==> src/rtl/result_quant_ctrl.sv <==
// result_quant_ctrl: moves finished psum tiles from the core
// through the quantizer and into the output buffer, one layer at a time.
module result_quant_ctrl #(
   parameter int ADDR_WIDTH   = 10,
   parameter int MAX_INFLIGHT = 4
) (
   input  logic                  CLK,
   input  logic                  RST,
   input  logic                  cfg_Vld,
   output logic                  cfg_Rdy,
   input  logic [4:0]            cfg_Layer,
   input  logic [1:0]            cfg_Prec,
   input  logic [2:0]            cfg_Shift,
   input  logic [ADDR_WIDTH-1:0] cfg_NumTiles,
   input  logic [ADDR_WIDTH-1:0] cfg_Base,
   input  logic                  core_Done,
   output logic                  core_Stall,
   output logic                  q_Vld_i,
   output logic [4:0]            q_Layer,
   output logic [1:0]            q_Prec,
   output logic [2:0]            q_Shift,
   input  logic                  q_Vld_o,
   input  logic                  wr_Full,
   output logic                  wr_En,
   output logic [ADDR_WIDTH-1:0] wr_Addr,
   output logic                  layer_Done,
   output logic                  busy,
   output logic [2:0]            err
);

   localparam logic [1:0] ST_IDLE  = 2'd0;
   localparam logic [1:0] ST_RUN   = 2'd1;
   localparam logic [1:0] ST_DRAIN = 2'd2;
   localparam logic [1:0] ST_DONE  = 2'd3;

   localparam logic [3:0] INFL_MAX = 4'(MAX_INFLIGHT);
   localparam logic [ADDR_WIDTH-1:0] ONE = ADDR_WIDTH'(1);

   logic [1:0]            state;
   logic [1:0]            state_nxt;
   logic [ADDR_WIDTH-1:0] num_tiles;
   logic [ADDR_WIDTH-1:0] issued;
   logic [ADDR_WIDTH-1:0] returned;
   logic [ADDR_WIDTH-1:0] addr;
   logic [3:0]            inflight;
   logic [4:0]            layer;
   logic [1:0]            prec;
   logic [2:0]            shift;
   logic [2:0]            err_q;

   logic st_idle;
   logic st_run;
   logic st_active;
   logic st_done;
   logic cfg_take;
   logic stall;
   logic issue;
   logic ret_ok;
   logic ret_bad;
   logic last_issue;
   logic drain_done;

   // state decode
   always_comb begin
      st_idle   = (state == ST_IDLE);
      st_run    = (state == ST_RUN);
      st_active = (state == ST_RUN) | (state == ST_DRAIN);
      st_done   = (state == ST_DONE);
   end

   // issue and return qualification; reset masks every strobe
   always_comb begin
      stall      = RST
                 | ~st_run
                 | (inflight == INFL_MAX)
                 | wr_Full
                 | (issued == num_tiles);
      issue      = core_Done & ~stall;
      ret_ok     = q_Vld_o & st_active & ~RST;
      ret_bad    = q_Vld_o & ~st_active & ~RST;
      cfg_take   = cfg_Vld & st_idle;
      last_issue = issue & ((issued + ONE) == num_tiles);
      drain_done = (returned == num_tiles)
                 | (ret_ok & ((returned + ONE) == num_tiles));
   end

   // next-state selection
   always_comb begin
      state_nxt = state;
      unique case (state)
         ST_IDLE: begin
            if (cfg_Vld) begin
               if (cfg_NumTiles == '0) state_nxt = ST_DONE;
               else                    state_nxt = ST_RUN;
            end
         end
         ST_RUN: begin
            if (last_issue) state_nxt = ST_DRAIN;
         end
         ST_DRAIN: begin
            if (drain_done) state_nxt = ST_DONE;
         end
         ST_DONE: begin
            state_nxt = ST_IDLE;
         end
         default: state_nxt = ST_IDLE;
      endcase
   end

   // state register
   always_ff @(posedge CLK) begin
      if (RST) state <= ST_IDLE;
      else     state <= state_nxt;
   end

   // latched layer configuration, held until the next accepted cfg
   always_ff @(posedge CLK) begin
      if (RST) begin
         layer     <= '0;
         prec      <= '0;
         shift     <= '0;
         num_tiles <= '0;
      end else if (cfg_take) begin
         layer     <= cfg_Layer;
         prec      <= cfg_Prec;
         shift     <= cfg_Shift;
         num_tiles <= cfg_NumTiles;
      end
   end

   // issued / returned tile counters
   always_ff @(posedge CLK) begin
      if (RST) begin
         issued   <= '0;
         returned <= '0;
      end else if (cfg_take) begin
         issued   <= '0;
         returned <= '0;
      end else begin
         if (issue)  issued   <= issued + ONE;
         if (ret_ok) returned <= returned + ONE;
      end
   end

   // tiles sitting in the quantizer; a simultaneous issue and return cancel
   always_ff @(posedge CLK) begin
      if (RST) begin
         inflight <= '0;
      end else if (cfg_take) begin
         inflight <= '0;
      end else begin
         case ({issue, ret_ok})
            2'b10: inflight <= inflight + 4'd1;
            2'b01: begin
               if (inflight != 4'd0) inflight <= inflight - 4'd1;
            end
            default: inflight <= inflight;
         endcase
      end
   end

   // output-buffer write pointer, wraps at 2^ADDR_WIDTH
   always_ff @(posedge CLK) begin
      if (RST)           addr <= '0;
      else if (cfg_take) addr <= cfg_Base;
      else if (ret_ok)   addr <= addr + ONE;
   end

   // sticky error flags
   always_ff @(posedge CLK) begin
      if (RST) begin
         err_q <= '0;
      end else begin
         if (ret_ok & wr_Full)    err_q[0] <= 1'b1;
         if (ret_bad)             err_q[1] <= 1'b1;
         if (cfg_Vld & ~st_idle)  err_q[2] <= 1'b1;
      end
   end

   assign cfg_Rdy    = st_idle;
   assign core_Stall = stall;
   assign q_Vld_i    = issue;
   assign q_Layer    = layer;
   assign q_Prec     = prec;
   assign q_Shift    = shift;
   assign wr_En      = ret_ok;
   assign wr_Addr    = addr;
   assign layer_Done = st_done & ~RST;
   assign busy       = ~st_idle & ~RST;
   assign err        = err_q;

endmodule
==> config.mk <==
export PLATFORM = sky130hd
export DESIGN_NAME = result_quant_ctrl
export DESIGN_NICKNAME = d
export VERILOG_FILES = /design/src/rtl/result_quant_ctrl.sv
export SDC_FILE = /design/constraint.sdc
export NUM_CORES = 1
export LEC_CHECK = 0
export CAP_MARGIN = 15
export CORE_ASPECT_RATIO = 1.4
export CORE_UTILIZATION = 35
export DETAILED_ROUTE_END_ITERATION = 16
export GPL_TIMING_DRIVEN = 0
export PLACE_DENSITY = 0.58
export SETUP_SLACK_MARGIN = 0.3
export SLEW_MARGIN = 30
export SYNTH_ARGS = -nofsm -noshare
export SYNTH_HDL_FRONTEND = slang
export SYNTH_SLANG_ARGS = --single-unit
export TNS_END_PERCENT = 100
==> constraint.sdc <==
create_clock -name CLK -period 6.5 [get_ports CLK]
set_input_delay 1.3 -clock CLK [delete_from_list [all_inputs] [get_ports CLK]]
set_output_delay 1.3 -clock CLK [all_outputs]
set_load 0.03 [all_outputs]
# [Word-level counts from Yosys, hierarchy flattened]
# Index checks and enable logic that the tools add are counted.
[classes] n_bitwise=23 n_mux=9 eq_ne=14 reduce_logical=8 addsub=5
[ops] cell="$eq A10 B10 Y1" count=4
[ops] cell="$add A10 B1 Y10 const B" count=3
[ops] cell="$mux W10" count=2
[ops] cell="$and A1 B1 Y1" count=12
[ops] cell="$logic_not A10 Y1" count=1
[ops] cell="$mux W2" count=4
[ops] cell="$pmux W2 S4" count=1
[ops] cell="$pmux W4 S2" count=1
[ops] cell="$eq A2 B2 Y1 const B" count=3
[ops] cell="$ne A2 B2 Y1 const B" count=3
[ops] cell="$or A1 B1 Y1" count=6
[ops] cell="$not A1 Y1" count=5
[ops] cell="$add A4 B1 Y4 const B" count=1
[ops] cell="$eq A2 B1 Y1 const B" count=2
[ops] cell="$eq A4 B3 Y1 const B" count=1
[ops] cell="$mux W4" count=1
[ops] cell="$reduce_bool A2 Y1" count=2
[ops] cell="$reduce_bool A4 Y1" count=1
[ops] cell="$sub A4 B1 Y4 const B" count=1
[ops] cell="$reduce_and A3 Y1" count=1
[ops] cell="$logic_not A2 Y1" count=1
[ops] cell="$ne A2 B1 Y1 const B" count=1
[ops] cell="$reduce_and A2 Y1" count=1
[ops] cell="$reduce_or A2 Y1" count=1
[totals] ff_bits=59 out_inout_bits=29 word_cells=71 inputBits=36

# [Depth between registers and ports, before layout]
# Gate-level depths: netlist of the first run.
[logic_depth] depth_word=11 ltp_mapped=13 depth_no_buf=12

# [Worst setup path after synthesis of the first run]
# No wires, ideal clock.
[synth_timing] path_type="input -> register" startpoint="input port RST" endpoint="register inflight[3]" path_stages=13 setup_ps=128 path_slack_ps=2599 t_required_ps=6372 n_path_buf=2 t_arrival_ps=3773 cell_sequence="clkbuf_1 nor2_1 nand4_1 a31oi_2 clkbuf_1 nand2b_1 inv_1 ha_1 a21o_1 a21oi_1 mux2i_1 xor2_1 nor2_1"
[synth_via] elab_chain_cells=9 elab_cells_between_ends=15 classes_between="3 x eq/ne; 1 x mux; 8 x bitwise; 3 x reduce/logical"
[synth_rtl] item="start, declared" line_no="8" rtl="input logic RST,"
[synth_rtl] item="$or A1 B1 Y1 (*)" line_no="74" rtl="| ~st_run"
[synth_rtl] item="$or A1 B1 Y1 (*)" line_no="75" rtl="| (inflight == INFL_MAX)"
[synth_rtl] item="$or A1 B1 Y1 (*)" line_no="76" rtl="| wr_Full"
[synth_rtl] item="$or A1 B1 Y1 (*)" line_no="77" rtl="| (issued == num_tiles);"
[synth_rtl] item="$not A1 Y1 (*)" line_no="78" rtl="issue = core_Done & ~stall;"
[synth_rtl] item="$and A1 B1 Y1 (*)" line_no="78"
[synth_rtl] item="via q_Vld_i" line_no="18" rtl="output logic q_Vld_i,"
[synth_rtl] item="$eq A2 B1 Y1 or $eq A2 B2 Y1 (tied branches)" line_no="152" rtl="case ({issue, ret_ok})"
[synth_rtl] item="$ne A2 B2 Y1 (no source line) or $reduce_bool A2 Y1 (tied branches)"
[synth_rtl] item="$reduce_and A2 Y1 (no source line)"
[synth_rtl] item="end signal, assigned" line_no="153" rtl="2'b10: inflight <= inflight + 4'd1;"
[synth_rtl] item="end signal, assigned" line_no="155" rtl="if (inflight != 4'd0) inflight <= inflight - 4'd1;"
[synth_rtl] item="end signal, assigned" line_no="157" rtl="default: inflight <= inflight;"
[synth_rtl] item="end, declared" line_no="45" rtl="logic [3:0] inflight;"
# Mark *: on every way through the listed nets, which the timed path passes. The rest lies on a longest branch.
# A chain may end at the register's enable or synchronous reset.

# [Worst setup path after layout of the first run]
[layout_timing] startpoint="input port wr_Full" endpoint="output port q_Vld_i"
[layout_via] elab_chain_cells=4
[layout_rtl] item="start, declared" line_no="23" rtl="input logic wr_Full,"
[layout_rtl] item="$or A1 B1 Y1" line_no="76"
[layout_rtl] item="$or A1 B1 Y1" line_no="77"
[layout_rtl] item="$not A1 Y1" line_no="78"
[layout_rtl] item="$and A1 B1 Y1" line_no="78"
[layout_rtl] item="end, declared" line_no="18"
# Every way passes these cells.

==> flow_metrics.py, run 1 <==
metrics = {
    "layout": {
        "fin_nets": 537,
        "area_growth_pct": 33.1,
        "fill_cells": 897,
        "drive_gt1_share_pct": 5.24,
        "finish.utilization_pct": 48.4,
        "n_antenna_cell": 0,
    },
    "synth": {
        "synth_seq_cells": 59,
        "synth_area_leaders": "dfxtp_1 (36%), xor2_1 (8.7%), nand2_1 (7.8%)",
        "synthCells": 417,
        "synth_fp_nets": 463,
        "syn_area_um2": 3310,
        "ys.flop_type": "dfxtp_1",
        "yosysWarnings": 0,
        "yosysSeqAreaShare_pct": 35.7,
        "synth_top_area_share_pct": 35.7,
        "synth_edf_count": 0,
        "async_flop_share_pct": 0,
        "synth.largest_area_cell": "dfxtp_1",
        "synth.avg_cell_area_um2": 7.93,
        "synth_cell_type_count": 48,
    },
    "timing": {
        "setup_violations": 0,
        "period_minus_slack_ns": 5.03,
        "worst_pin_slew_ns": 0.630,
        "rsz0062_at_grt": "no",
        "setup-tns-final_ns": 0,
        "fin_crit_sh_pct": 77.4,
        "slew_violations": 0,
        "max_freq_mhz": 199,
        "finalClockSkew_ns": 0.00654,
        "hold_viol_final": 0,
        "slew_headroom_pct": 57.8,
    },
    "power_and_ir_drop": {
        "p_seq_share_pct": 31.9,
        "clkPwrFrac_pct": 36.7,
        "p_per_area_nw_per_um2": 321,
        "p_sw_share_pct": 33.3,
        "p_int_mw": 0.941,
        "p_comb_share_pct": 31.4,
        "switching_power_mw": 0.470,
        "vdd_drop_max_v": 0.000184,
        "leakagePower_nw": 1.63,
    },
    "floorplan": {
        "die_area_um2": 9840,
        "die_x_um": 84.1,
        "fp.dieH_um": 117,
        "coreArea_um2": 9080,
        "std_cell_rows": 41,
        "pin_count": 65,
        "start_util_pct": 36.4,
    },
    "setup_path": {
        "cpMaxStageDelayCell": "clkdlybuf4s50_1",
        "worst-endpoint-arrival_ns": 3.73,
        "cp_common_cell": "clkdlybuf4s50_1",
        "rr_worst_depth": 12,
        "required_ns": 5.20,
        "startpoint": "wr_Full",
        "critPathMaxFanout": 10,
        "reg2reg_from": "num_tiles[5]",
        "worst_setup_path_start_kind": "input pin",
        "critPathCaptureType": "output pin",
        "cp_slowest_stage_delay_ns": 0.76,
        "path_class": "input pin to output pin",
        "crit_chain": "clkdlybuf4s50_1, nor2_1, nand4_1, a31oi_2, clkbuf_1, clkdlybuf4s50_1",
        "worstReg2RegEnd": "inflight[2]",
        "r2r_setup_slack_ns": 3.22,
    },
    "cts": {
        "ctsResizeCount": 0,
        "clk_pin_slew_ns": 0.05,
        "htree_levels": 3,
        "cts.path.max_buffers": 2,
        "post_cts_buffers": 0,
        "cts_made_buffers": 9,
        "clkLatencyLatePin_ns": 0.33,
        "cts.hold.buffers_added": 0,
        "ctsRootBufferMaster": "clkbuf_16",
        "clock-sinks": 59,
        "cts_tree": "yes",
    },
    "global_route": {
        "track_usage_pct": 19.4,
        "grt_pass1_wl_um": 14800,
        "grt-ovfl-total": 0,
        "antenna_found_initial": 0,
        "grt_max_degree": 11,
        "first_global_vias": 3089,
    },
    "placed_design": {
        "gp_congestion": 0.868,
        "dp_hpwl_um": 6940,
        "numPortBuffers": 63,
    },
    "outcome": {
        "status": "finished, violations left",
        "violations": "DRC",
    },
    "worst_hold_path": {
        "min_from": "q_Prec[1]",
        "whs_endpoint": "q_Prec[1]",
        "holdPathStages": 2,
        "hp-class": "flip-flop to flip-flop",
    },
    "drt": {
        "post_drt_via_cell_ratio": 5.27,
        "wl_per_cell_um": 15.1,
        "num_vias": 3176,
        "drc": 2,
        "drt_wl_total_um": 9130,
        "drt-pass1-iter-count": 10,
        "ant_nets": 0,
        "drt_iter0_markers": 120,
    },
    "run": {
        "max-cap-violations": 0,
    },
}
## worst max-delay path by stage
stage | slack [ns] | to | cells after the start
2_1_floorplan | 2.60 | inflight[3] | 13
5_1_grt | 1.37 | q_Vld_i | 6
3_3_place_gp | 1.51 | q_Vld_i | 6
6_report | 1.47 | q_Vld_i | 6
3_5_place_dp | 1.49 | q_Vld_i | 6
4_1_cts | 1.48 | q_Vld_i | 6
## worst max-delay path, delay by kind of cell
family          cells  cell delay, ns
compound gates      1            0.37
buf+inv             3            1.70
simple gates        2            0.35
## sequential cells by signal, indices dropped and copies added (netlist names)
signal,flops
q_Shift,3
inflight,4
num_tiles,10
q_Prec,2
returned,10
err,3
wr_Addr,10
q_Layer,5
issued,10
state,2
## through the flow
stage | std cells | instance area, µm² | power, mW | setup WS, ns | hold slack, ns
2_1_floorplan | 417 | 3310 | 0.734 | 2.60 | 0.472
3_3_place_gp | 587 | 4070 | 0.896 | 1.51 | 0.442
3_5_place_dp | 587 | 4070 | 0.900 | 1.49 | 0.450
4_1_cts | 603 | 4400 | 1.43 | 1.48 | 0.457
5_1_grt | 603 | 4400 | 1.49 | 1.37 | 0.479
6_report | 603 | 4400 | 1.41 | 1.47 | 0.454
## area by class of cell
| cell class | count | area [µm²] | share of cell area [%] |
|---|---|---|---|
| multi-input cells | 324 | 1990 | 45.2 |
| flip-flops and latches | 59 | 1180 | 26.8 |
| repair buffers | 63 | 631 | 14.3 |
| clock buffers | 12 | 256 | 5.83 |
| well taps | 107 | 134 | 3.04 |
| plain buffers | 26 | 108 | 2.45 |
| clock inverters | 4 | 72.6 | 1.65 |
| inverters | 8 | 30.0 | 0.683 |
## cell usage in the layout (no fill, tap or decap), types with 3 or more instances in the layout
cell type / netlist / routed
nand2b_1: 3 / 3
clkbuf_16: 0 / 9
a21oi_1: 30 / 30
dfxtp_1: 59 / 59
and2_1: 4 / 4
a311oi_1: 4 / 4
nand2_1: 69 / 69
ha_1: 9 / 9
nor2_1: 44 / 44
xor2_1: 33 / 33
clkbuf_1: 19 / 20
nand4_1: 10 / 10
xnor2_1: 27 / 27
nor2b_1: 3 / 3
buf_2: 5 / 5
nor4_1: 8 / 8
nor3_1: 10 / 10
nand3_1: 11 / 11
a211oi_1: 9 / 9
clkdlybuf4s50_1: 0 / 63
and3_1: 4 / 4
inv_1: 8 / 8
o21ai_0: 10 / 10
or3_1: 7 / 7
## routing by layer
layer  global-route usage [%]  up-vias  wire [µm]
met3                     4.77       15        393
met4                     9.08        0        197
met2                     34.6       83       4600
met1                     22.1     1494       3940
met5                        0        -          0
li1                         -     1584          -
## cell families after synthesis
group	synth area share [%]
buffers and inverters	4.16
muxes	1.06
adders and majority gates	4.01
and+or+nand+nor	25.5
AOI/OAI and AO/OA	13.6
DFF	35.7
xor gates and xnor gates	15.9
## power by group through the flow
stage	logic (mW)	clock network, mW	registers, mW
after floorplan	0.228	0	0.507
after global placement	0.439	0	0.457
after detailed placement	0.443	0	0.457
after CTS	0.446	0.528	0.451
after global routing	0.482	0.549	0.457
final	0.443	0.518	0.450
## cell usage after synthesis, drive strengths merged, types with 9 or more instances
| library cell | number |
|---|---|
| ha | 9 |
| nor2 | 44 |
| a211oi | 10 |
| a21oi | 30 |
| o21ai | 10 |
| xnor2 | 27 |
| nand4 | 10 |
| nand3 | 12 |
| nor3 | 10 |
| xor2 | 33 |
| clkbuf | 19 |
| nand2 | 69 |
| dfxtp | 59 |
Note: power is estimated with default switching activity, not from simulation.
==> run 2, diff against run 1 <==
- PLACE_DENSITY: 0.58 -> 0.6
- clock period: 6.5 -> 4.6 ns (I/O delays scaled with it)
==> run 2 against run 1 <==
Via count decreased by 1.3%; final cell count unchanged; highest routed layer unchanged; largest power group unchanged; the flow still finishes with violations (DRC); critical path type unchanged; register-to-register slack got worse by 1.8 ns; first-iteration DRC count decreased by 21%; sequential cell count unchanged.
==> flow_metrics.py, run 2 (synthesis gave the netlist of run 1 again) <==
metrics = {
    "outcome": {
        "status": "finished, violations left",
        "violations": "DRC",
    },
    "cts": {
        "post_cts_buffers": 0,
        "cts_tree": "yes",
        "cts.hold.buffers_added": 0,
        "ctsRootBufferMaster": "clkbuf_16",
        "cts_made_buffers": 9,
        "clock-sinks": 59,
        "htree_levels": 3,
        "clk_pin_slew_ns": 0.05,
        "clkLatencyLatePin_ns": 0.33,
        "cts.path.max_buffers": 2,
    },
    "floorplan": {
        "coreArea_um2": 9080,
        "die_x_um": 84.1,
        "fp.dieH_um": 117,
        "pin_count": 65,
        "die_area_um2": 9840,
        "std_cell_rows": 41,
        "start_util_pct": 36.4,
    },
    "worst_hold_path": {
        "hp-class": "flip-flop to flip-flop",
        "min_from": "q_Prec[1]",
        "whs_endpoint": "q_Prec[1]",
        "holdPathStages": 2,
    },
    "power_and_ir_drop": {
        "p_per_area_nw_per_um2": 467,
        "leakagePower_nw": 1.65,
        "vdd_drop_max_v": 0.000242,
    },
    "layout": {
        "finish.utilization_pct": 48.8,
        "area_growth_pct": 34.1,
        "n_antenna_cell": 0,
        "fill_cells": 866,
        "fin_nets": 537,
        "mostFrequentLayoutCell": "nand2_1",
        "drive_gt1_share_pct": 5.65,
        "final_cell_mix": "nand2_1 (69), clkdlybuf4s50_1 (63), dfxtp_1 (59)",
    },
    "global_route": {
        "grt_pass1_wl_um": 14600,
        "track_usage_pct": 19.1,
        "antenna_found_initial": 0,
        "first_global_vias": 2993,
        "grt_max_degree": 11,
        "grt-ovfl-total": 0,
    },
    "timing": {
        "whs_ns": 0.452,
        "max_freq_mhz": 248,
        "period_minus_slack_ns": 4.03,
        "slew_violations": 0,
        "setup-tns-final_ns": 0,
        "worst_pin_slew_ns": 0.642,
        "finalClockSkew_ns": 0.00861,
        "slew_headroom_pct": 57.1,
        "setup_violations": 0,
        "fin_crit_sh_pct": 87.6,
        "rsz0062_at_grt": "no",
        "hold_viol_final": 0,
    },
    "drt": {
        "drt_wl_total_um": 9030,
        "drc": 4,
        "post_drt_via_cell_ratio": 5.20,
        "wl_per_cell_um": 15.0,
        "num_vias": 3136,
        "drt-pass1-iter-count": 10,
        "ant_nets": 0,
        "drt_iter0_markers": 95,
    },
    "setup_path": {
        "worst-endpoint-arrival_ns": 3.11,
        "critPathMaxFanout": 10,
        "worst_setup_path_start_kind": "input pin",
        "r2r_setup_slack_ns": 1.38,
        "critPathCaptureType": "output pin",
        "path_class": "input pin to output pin",
        "rr_worst_depth": 13,
        "required_ns": 3.68,
        "worstReg2RegEnd": "inflight[3]",
        "reg2reg_from": "num_tiles[5]",
    },
    "placed_design": {
        "gp_congestion": 0.884,
        "numPortBuffers": 63,
        "dp_hpwl_um": 6840,
    },
    "run": {
        "max-cap-violations": 0,
    },
}
[run 2: changes by cell type in the layout (fill, tap and decap cells not counted)]
cell / change
clkbuf_8: +1
clkbuf_1: -2
clkbuf_2: +1
clkinvlp_4: -1
bufinv_16: +1
[run 2: cell type report]
type / count / area [µm²] / share of cell area (%)
clock inverter: 4 / 95.1 / 2.15
buffer: 26 / 109 / 2.46
inverter: 8 / 30.0 / 0.677
tap: 107 / 134 / 3.02
multi-input combinational: 324 / 1990 / 44.8
timing repair buffer: 63 / 631 / 14.2
clock buffer: 12 / 267 / 6.01
sequential: 59 / 1180 / 26.6
[run 2: power breakdown]
group / internal (mW) / switching [mW]
Sequential: 0.576 / 0.0602
Combinational: 0.252 / 0.374
Clock: 0.572 / 0.236
[run 2: worst max-delay path: stages]
cell	delay, ns
clkdlybuf4s50_1	0.49
nor2_1	0.15
nand4_1	0.16
a31oi_2	0.36
clkbuf_2	0.32
clkdlybuf4s50_1	0.72
[run 2: timing repair]
action | 4_1_cts | 5_1_grt
endpoints found under the setup margin | 0 | 1
resized for setup | 0 | 2
hold endpoints to repair | 0 | 0
[run 2: how the worst max path moves through the flow]
stage,end,startpoint
after floorplan,inflight[3],RST
after global placement,q_Vld_i,wr_Full
after detailed placement,q_Vld_i,wr_Full
after CTS,q_Vld_i,wr_Full
after global routing,q_Vld_i,wr_Full
final,q_Vld_i,wr_Full
[run 2: routing by layer]
| metal | wire [µm] | part of all wire (%) | global-route usage [%] |
|---|---|---|---|
| met5 | 0 | 0 | 0 |
| met4 | 203 | 2.2 | 8.51 |
| met3 | 476 | 5.3 | 4.70 |
| met2 | 4630 | 51 | 34.7 |
| met1 | 3720 | 41 | 21.4 |
[run 2: stage by stage]
step / instances / power (mW) / setup WS [ns] / cell area, µm²
2_1_floorplan: 417 / 1.04 / 1.08 / 3310
3_3_place_gp: 587 / 1.26 / 0.378 / 4070
3_5_place_dp: 587 / 1.27 / 0.366 / 4070
4_1_cts: 603 / 2.09 / 0.362 / 4430
5_1_grt: 603 / 2.17 / 0.436 / 4430
6_report: 603 / 2.07 / 0.572 / 4430
==> run 3, diff against run 2 <==
--- a/config.mk
+++ b/config.mk
@@ -8,3 +8,3 @@
 export CAP_MARGIN = 15
-export CORE_ASPECT_RATIO = 1.4
+export CORE_ASPECT_RATIO = 1.5
 export CORE_UTILIZATION = 35
==> constraint.sdc (replaced) <==
create_clock -name CLK -period 4.6 [get_ports CLK]
set_input_delay 1.38 -clock CLK [delete_from_list [all_inputs] [get_ports CLK]]
set_output_delay 1.38 -clock CLK [all_outputs]
set_load 0.03 [all_outputs]
==> run 3 against run 2 <==
The flow now finishes without violations; first-iteration DRC count rose by 43%; power fell by 8.8%; clock power fell by 23%; sequential cell count did not move; combinational power rose by 0.8%; routed wire length rose by 2.1%; critical path depth did not move; hold slack got worse by 0.0022 ns; sequential power barely moved; clock-buffer cell count did not move.
==> flow_metrics.py, run 3 (synthesis gave the netlist of run 1 again) <==
metrics = {
    "setup_path": {
        "worst_setup_path_start_kind": "input pin",
        "cp_slowest_stage_delay_ns": 0.46,
        "reg2reg_from": "num_tiles[5]",
        "critPathMaxFanout": 10,
        "worst-endpoint-arrival_ns": 2.85,
        "cpMaxStageDelayCell": "clkdlybuf4s50_1",
        "worstReg2RegEnd": "inflight[3]",
        "path_buf_inv": 3,
        "critPathCaptureType": "output pin",
        "required_ns": 3.22,
        "cp-endpoint": "q_Vld_i",
        "crit_cells": 6,
        "crit_chain": "clkdlybuf4s50_1, nor2_1, nand4_1, a31oi_4, buf_6, buf_2",
        "crit_family": "buffers and inverters",
        "rr_worst_depth": 13,
        "path_class": "input pin to output pin",
        "r2r_setup_slack_ns": 1.49,
        "startpoint": "wr_Full",
    },
    "floorplan": {
        "die_area_um2": 9850,
        "coreArea_um2": 9200,
        "start_util_pct": 35.9,
        "pin_count": 65,
        "die_x_um": 81.4,
        "fp.dieH_um": 121,
        "std_cell_rows": 43,
    },
    "cts": {
        "clock-sinks": 59,
        "clkLatencyLatePin_ns": 0.33,
        "cts.hold.buffers_added": 0,
        "cts_tree": "yes",
        "cts_made_buffers": 9,
        "ctsRootBufferMaster": "clkbuf_16",
        "cts.path.max_buffers": 2,
        "htree_levels": 3,
        "clk_pin_slew_ns": 0.05,
    },
    "outcome": {
        "status": "complete, no violations",
    },
    "global_route": {
        "first_global_vias": 3202,
        "track_usage_pct": 20.6,
        "grt_max_degree": 11,
        "grt_pass1_wl_um": 15300,
        "antenna_found_initial": 0,
        "grt-ovfl-total": 0,
    },
    "layout": {
        "final_cell_mix": "nand2_1 (69), clkdlybuf4s50_1 (60), dfxtp_1 (59)",
        "fill_cells": 917,
        "finish.utilization_pct": 47.7,
        "regArea_um2": 1180,
        "drive_gt1_share_pct": 6.64,
        "area_growth_pct": 32.6,
        "multi_input_area_um2": 2000,
        "fin_nets": 538,
        "n_antenna_cell": 0,
        "mostFrequentLayoutCell": "nand2_1",
    },
    "drt": {
        "drt_iter0_markers": 136,
        "post_drt_via_cell_ratio": 5.18,
        "drt-pass1-iter-count": 4,
        "wl_per_cell_um": 15.1,
        "ant_nets": 0,
        "num_vias": 3153,
        "drc": 0,
        "drt_wl_total_um": 9220,
    },
    "timing": {
        "worst_pin_slew_ns": 0.675,
        "setup_violations": 0,
        "hold_viol_final": 0,
        "fin_crit_sh_pct": 92.0,
        "finalClockSkew_ns": 0.00620,
        "rsz0062_at_grt": "yes",
        "slew_headroom_pct": 54.6,
        "period_minus_slack_ns": 4.23,
        "setup-tns-final_ns": 0,
        "max_freq_mhz": 236,
        "slew_violations": 0,
    },
    "placed_design": {
        "gp_congestion": 0.861,
        "dp_hpwl_um": 7080,
        "numPortBuffers": 63,
    },
    "power_and_ir_drop": {
        "vdd_drop_max_v": 0.000314,
        "leakagePower_nw": 1.65,
        "p_per_area_nw_per_um2": 431,
        "totalPowerFinal_mw": 1.89,
    },
    "worst_hold_path": {
        "hp-class": "flip-flop to flip-flop",
    },
    "run": {
        "max-cap-violations": 0,
    },
}
-- run 3: changes by cell type in the layout (fill, tap and decap cells not counted), moves of 2 or more --
cell and delta:
clkdlybuf4s50_1 -3, clkinvlp_4 +2, bufinv_16 -3, buf_2 +2
-- run 3: worst min-delay path by stage --
stage	startpoint	to	slack (ns)	cells after the start
6_report	q_Prec[1]	q_Prec[1]	0.45	2
3_5_place_dp	q_Prec[1]	q_Prec[1]	0.45	2
5_1_grt	q_Prec[1]	q_Prec[1]	0.47	2
2_1_floorplan	num_tiles[8]	num_tiles[8]	0.47	2
4_1_cts	q_Prec[1]	q_Prec[1]	0.46	2
3_3_place_gp	q_Shift[1]	q_Shift[1]	0.44	2
-- run 3: where the power goes --
group          switching, mW  internal, mW
logic                  0.379         0.252
registers             0.0616         0.576
clock network          0.229         0.391
-- run 3: final cells by class --
cell class / instances / share of cell area [%]
Multi-Input combinational cell: 324 / 45.6
Tap cell: 112 / 3.20
Buffer: 26 / 2.71
Inverter: 8 / 0.685
Timing Repair Buffer: 64 / 14.5
Clock inverter: 4 / 0.571
Sequential cell: 59 / 26.9
Clock buffer: 12 / 5.85
-- run 3: tightest hold or removal path, delay by kind of cell (launching register included) --
kind            cells  cell delay, ns
flops               1            0.30
simple gates        1            0.05
compound gates      1            0.05
-- run 3: timing repair --
| item | in CTS | in global routing |
|---|---|---|
| gates resized for setup | 11 | 5 |
| hold endpoints to repair | 0 | 0 |
| endpoints found under the setup margin | 3 | 2 |
| setup buffers | 0 | 1 |
-- run 3: metrics by stage --
stage | cells | hold WS (ns) | worst slack (ns) | instance area [µm²]
after floorplan | 417 | 0.472 | 0.619 | 3310
after global placement | 592 | 0.443 | -0.510 | 4080
after detailed placement | 592 | 0.449 | -0.486 | 4080
after CTS | 608 | 0.456 | 0.182 | 4380
after global routing | 609 | 0.474 | 0.299 | 4380
final | 609 | 0.450 | 0.368 | 4380
-- run 3: routing by layer --
metal / vias up / wire length, µm / track usage (%)
met4: 0 / 210 / 8.26
met5: - / 0 / 0
met3: 19 / 355 / 4.74
met1: 1469 / 3660 / 22.2
li1: 1581 / - / -
met2: 84 / 4990 / 37.2
